## config.mk

```make
export PLATFORM = sky130hd
export DESIGN_NAME = core_ifu_fetch_ctrl
export DESIGN_NICKNAME = d
export VERILOG_FILES = /design/src/rtl/core_ifu_fetch_ctrl.sv
export SDC_FILE = /design/constraint.sdc
export NUM_CORES = 1
export LEC_CHECK = 0
export BUFFER_PORTS_ARGS = -buffer_cell sky130_fd_sc_hd__buf_2
export CORE_MARGIN = 2
export CORE_UTILIZATION = 34
export DETAILED_ROUTE_END_ITERATION = 16
export PLACE_DENSITY = 0.49
export SLEW_MARGIN = 20
export SYNTH_ARGS = -nofsm -noshare
export SYNTH_HDL_FRONTEND = slang
export SYNTH_SLANG_ARGS = --single-unit
```

## constraint.sdc

```tcl
create_clock -name clk -period 4.2 [get_ports clk]
set_input_delay 0.84 -clock clk [delete_from_list [all_inputs] [get_ports clk]]
set_output_delay 0.84 -clock clk [all_outputs]
set_load 0.03 [all_outputs]
```

## src/rtl/core_ifu_fetch_ctrl.sv

```systemverilog
// core_ifu_fetch_ctrl: sequential fetch PC issue to the LSU, PC tagging of returned instructions, redirect squash and a decode output register
`timescale 1ns/1ps
module core_ifu_fetch_ctrl #(
  parameter logic [31:0] RESET_PC = 32'h0,
  parameter logic [31:0] ADDR_STEP = 32'd1,
  parameter int MAX_OUTSTANDING = 8,
  localparam int CW = $clog2(MAX_OUTSTANDING) + 1,
  localparam int AW = (MAX_OUTSTANDING > 1) ? $clog2(MAX_OUTSTANDING) : 1
) (
  input  logic          clk,
  input  logic          rstn,
  input  logic          redirect_valid,
  input  logic [31:0]   redirect_pc,
  output logic          lsu_rx_valid,
  input  logic          lsu_rx_ready,
  output logic [31:0]   lsu_rx_addr,
  input  logic          lsu_tx_valid,
  output logic          lsu_tx_ready,
  input  logic [31:0]   lsu_tx_inst,
  output logic          ifu_tx_valid,
  input  logic          ifu_tx_ready,
  output logic [31:0]   ifu_tx_pc,
  output logic [31:0]   ifu_tx_inst,
  output logic [CW-1:0] outstanding_cnt
);
  localparam logic [CW-1:0] MAX_C = CW'(MAX_OUTSTANDING);
  logic [31:0] pc_q, pc_d, ifu_pc_q, ifu_pc_d, ifu_inst_q, ifu_inst_d, tag;
  logic [CW-1:0] cnt_q, cnt_d, disc_q, disc_d;
  logic [AW-1:0] wp_q, rp_q;
  logic [31:0] tag_q [MAX_OUTSTANDING];
  logic ifu_valid_q, ifu_valid_d, issue, rsp_fire, drop, deliver, hold;
  always_comb begin
    lsu_rx_valid = rstn && !redirect_valid && cnt_q < MAX_C;
    lsu_rx_addr = pc_q;
    issue = lsu_rx_valid && lsu_rx_ready;
    drop = disc_q != '0 || redirect_valid;
    lsu_tx_ready = cnt_q != '0 && (drop || !ifu_valid_q || ifu_tx_ready);
    rsp_fire = lsu_tx_valid && lsu_tx_ready;
    deliver = rsp_fire && !drop;
    hold = ifu_valid_q && !ifu_tx_ready && !redirect_valid;
    tag = tag_q[rp_q];
    pc_d = redirect_valid ? redirect_pc : issue ? pc_q + ADDR_STEP : pc_q;
    cnt_d = cnt_q + CW'(issue) - CW'(rsp_fire);
    disc_d = redirect_valid ? cnt_q - CW'(rsp_fire) : disc_q - CW'(rsp_fire && disc_q != '0);
    ifu_valid_d = deliver || hold;
    ifu_pc_d = deliver ? tag : hold ? ifu_pc_q : '0;
    ifu_inst_d = deliver ? lsu_tx_inst : hold ? ifu_inst_q : '0;
  end
  assign ifu_tx_valid = ifu_valid_q;
  assign ifu_tx_pc = ifu_pc_q;
  assign ifu_tx_inst = ifu_inst_q;
  assign outstanding_cnt = cnt_q;
  always_ff @(posedge clk or negedge rstn) begin
    if (!rstn) begin
      pc_q <= RESET_PC;
      cnt_q <= '0;
      disc_q <= '0;
      wp_q <= '0;
      rp_q <= '0;
      ifu_valid_q <= 1'b0;
      ifu_pc_q <= '0;
      ifu_inst_q <= '0;
    end else begin
      pc_q <= pc_d;
      cnt_q <= cnt_d;
      disc_q <= disc_d;
      wp_q <= wp_q + AW'(issue);
      rp_q <= rp_q + AW'(rsp_fire);
      ifu_valid_q <= ifu_valid_d;
      ifu_pc_q <= ifu_pc_d;
      ifu_inst_q <= ifu_inst_d;
    end
  end
  // tag storage needs no reset: occupancy is tracked by the pointers and cnt_q
  always_ff @(posedge clk) begin
    if (issue) tag_q[wp_q] <= pc_q;
  end
endmodule

```

==> impl_metrics.toml <==
[clocking]
cts_post_setup_buffers_inserted = 0
clock_transition_at_path_regs_ns = 0.06
htree_levels = 2
ctsLongestPathBuffers = 3
cts-root-buf = "sky130_fd_sc_hd__clkbuf_16"
cts_hold_buf = 0
clock_sink_count = 367
clock_latency_ns = 0.56
cts_inserted_buffers = 42
clock_tree_from_tritoncts = "built"
post_cts_resize_count = 0

[floorplan]
io_pins = 173
dieHeight_um = 211
core_area_um2 = 42100
initial_core_util_pct = 34.6
row_count = 75
design.die.area_um2 = 44500
die_w_um = 211

[setup_path]
critical-path-slowest-cell = "sky130_fd_sc_hd__dfrtp_1"
setup.worst_path.end_class = "primary output"
timing.critical_path.arrival_ns = 1.78
worst_path_class_setup = "reg -> out"
timing.reg2reg.setup_slack_ns = 1.86
slowest_delay_ns = 0.45
critical_path.startpoint_type = "flop"
crit_path_cell_trace = "inv_1 > ha_1 > a22oi_1 > buf_2"
cp_data_required_time_ns = 3.36
r2r.worst_path.cells = 5
worst_path_buffer_plus_inverter_count = 2
critical_path_peak_fanout = 5
worst_path_dominant_cell_family = "flip-flops"
crit_cells = 4

[logic_synthesis]
synth-async-reset-ratio_pct = 30.2
synth_sequential_area_ratio_pct = 71.9
synth_nets = 920
number_of_flops_mapped_to_enable_cells_by_yosys = 256
synthesis.yosys.warnings = 0
post_synth_most_frequent_cells = "sky130_fd_sc_hd__edfxtp_1, sky130_fd_sc_hd__dfrtp_1, sky130_fd_sc_hd__nand2_1"
netlist_top_cells_area = "sky130_fd_sc_hd__edfxtp_1, sky130_fd_sc_hd__dfrtp_1, sky130_fd_sc_hd__mux4_2, sky130_fd_sc_hd__mux2i_1, sky130_fd_sc_hd__nand2_1"
synth.distinct_cells = 44
postSynthCellCount = 834
netlist_area_um2 = 14600
post_synth.cell_area_avg_um2 = 17.5
post-synth-top-area-fraction_pct = 52.8
yosys.cell_count.top_type = "sky130_fd_sc_hd__edfxtp_1"
yosys_register_bits = 367
yosysTopAreaCell = "sky130_fd_sc_hd__edfxtp_1"
postSynth.topFlopCell = "sky130_fd_sc_hd__edfxtp_1"

[global_route]
grt_max_degree = 68
grt_use_total_pct = 16.2
grt_first_pass_wirelength_mm = 53.6
number_of_global_route_vias_before_repair = 8356
antenna_found_initial = 0
globalRoute.totalOverflow = 0

[route]
route.detailed.vias_per_inst = 5.00
drtPass1Iterations = 4
post_drt_wl_per_cell_um = 21.9
routed-via-count = 8044
detail_route.drc_violations = 0
iteration_0_drc_markers = 618
postRouteAntennaNets = 0
wirelength_mm = 35.2

[sta]
post-route-min-period_ns = 2.62
drv_slew = 0
rsz0062_at_grt = "no"
worst_clock_skew_ns = 0.0191
worst_hold_slack_ns = 0.187
final.setup.tns_ns = 0
finalCritPeriodShare_pct = 62.3
worstMarginPinSlew_ns = 0.830
fmax_ghz = 0.382
hold_violations = 0
timing.final.setup_violations = 0
remaining_max_slew_budget_at_the_tightest_pin_pct = 44.7

[power_and_ir_drop]
ir_drop_v = 0.000262
power.leakage_nw = 6.75
areal_power_density_over_the_cells_nw_per_um2 = 570

[layout]
drive_above_1_share_pct = 33.0
fill_cells = 3838
design.final.nets = 1123
regArea_um2 = 10500
area_of_the_multi_input_gates_um2 = 3930
antenna_cells = 0
layout-area-overhead-vs-synth_pct = 20.4

[place]
hpwl_after_detailed_placement_mm = 22.3
port-buffer-count = 172
gp_routability_congestion = 0.744

[hold_path]
hold_path_class = "in -> async"

[flow_run]
max_cap_violations = 0

[run_status]
result_of_the_run = "finished clean"
-- layer usage --
| layer | global-route usage, % | wire [um] |
|---|---|---|
| met1 | 22.8 | 16200 |
| met2 | 26.0 | 16800 |
| met3 | 2.90 | 1490 |
| met4 | 4.78 | 676 |
| met5 | 0 | 0 |
-- stage by stage --
step / util, % / total power [mW] / std cells / cell area [um2] / worst slack (ns)
global route: 41.6 / 10.5 / 1610 / 17500 / 1.46
floorplan: - / 5.96 / 834 / 14600 / 0.00709
finish: 41.6 / 9.99 / 1610 / 17500 / 1.58
detailed placement: 38.5 / 6.64 / 1532 / 16200 / 1.26
CTS: 41.6 / 10.2 / 1610 / 17500 / 1.51
global placement: 38.5 / 6.63 / 1532 / 16200 / 1.28
-- worst reg2reg max path: cells and delay by family, from the launching register on --
family	cells	cell delay (ns)
xor gates and xnor gates	1	0.18
DFF	1	0.66
muxes	1	0.28
and+or+nand+nor	3	1.11
-- registers in the layout, summed over array words and instances (netlist names), 3 cells and up --
register         count
disc_q               4
ifu_tx_inst         32
ifu_tx_pc           32
lsu_rx_addr         32
outstanding_cnt      4
rp_q                 3
tag_q              256
wp_q                 3
-- kinds of logic (layout without fill, tap and decap cells) --
group                      Yosys count  after routing  synth area share, %
xor gates and xnor gates            35             35                 2.11
and+or+nand+nor                    165            165                 6.14
buffers and inverters               51            288                 1.58
AOI/OAI and AO/OA                   97             97                 4.25
adders and majority gates           16             16                 1.43
DFF                                367            367                 71.9
muxes                              103            103                 12.6
-- layout make-up --
type / count / area share (%)
clock buffer: 56 / 6.59
clock inverter: 22 / 0.949
tap: 539 / 3.85
inverter: 12 / 0.257
sequential: 367 / 59.7
timing repair buffer: 198 / 6.20
multi-input combinational: 416 / 22.4
-- path summary, 6_finish.rpt --
| kind | end | startpoint |
|---|---|---|
| setup / recovery | lsu_tx_ready | outstanding_cnt[3]$_DFF_PN0_ |
| hold / removal | outstanding_cnt[2]$_DFF_PN0_ | rstn |
| max in group asynchronous | ifu_tx_pc[19]$_DFFE_PN0P_ | rstn |
| min in group clk | ifu_tx_pc[3]$_DFFE_PN0P_ | ifu_tx_pc[3]$_DFFE_PN0P_ |
| setup reg to reg | lsu_rx_addr[27]$_DFFE_PN0P_ | lsu_rx_addr[6]$_DFFE_PN0P_ |
| hold reg to reg | ifu_tx_pc[3]$_DFFE_PN0P_ | ifu_tx_pc[3]$_DFFE_PN0P_ |
-- placed cells by master (no fill, tap or decap), types with 4 or more instances in the layout --
cell / synthesis / final
sky130_fd_sc_hd__mux2i_1: 35 / 35
sky130_fd_sc_hd__nand4_1: 12 / 12
sky130_fd_sc_hd__buf_2: 10 / 171
sky130_fd_sc_hd__nor3_2: 5 / 7
sky130_fd_sc_hd__clkbuf_16: 0 / 43
sky130_fd_sc_hd__ha_1: 15 / 15
sky130_fd_sc_hd__o21ai_1: 50 / 50
sky130_fd_sc_hd__edfxtp_1: 256 / 256
sky130_fd_sc_hd__buf_4: 7 / 24
sky130_fd_sc_hd__nor2_1: 21 / 15
sky130_fd_sc_hd__xor2_1: 23 / 23
sky130_fd_sc_hd__mux4_2: 64 / 64
sky130_fd_sc_hd__nand2_1: 78 / 78
sky130_fd_sc_hd__mux2_2: 4 / 4
sky130_fd_sc_hd__nand3_1: 16 / 16
sky130_fd_sc_hd__xnor2_1: 12 / 12
sky130_fd_sc_hd__o21ai_0: 8 / 8
sky130_fd_sc_hd__clkbuf_1: 16 / 10
sky130_fd_sc_hd__clkinv_2: 0 / 7
sky130_fd_sc_hd__a22o_1: 32 / 32
sky130_fd_sc_hd__nor4_1: 4 / 4
sky130_fd_sc_hd__nor2_4: 0 / 6
sky130_fd_sc_hd__inv_1: 12 / 12
sky130_fd_sc_hd__clkinv_1: 0 / 10
sky130_fd_sc_hd__dfrtp_1: 111 / 108
-- report_power, final --
part           total [mW]  switching [mW]  internal [mW]
logic                2.02            1.03          0.985
registers            4.47           0.360           4.11
clock network        3.50            1.44           2.06
total                9.99            2.84           7.15
No activity file was read; power rests on OpenSTA's default activity.
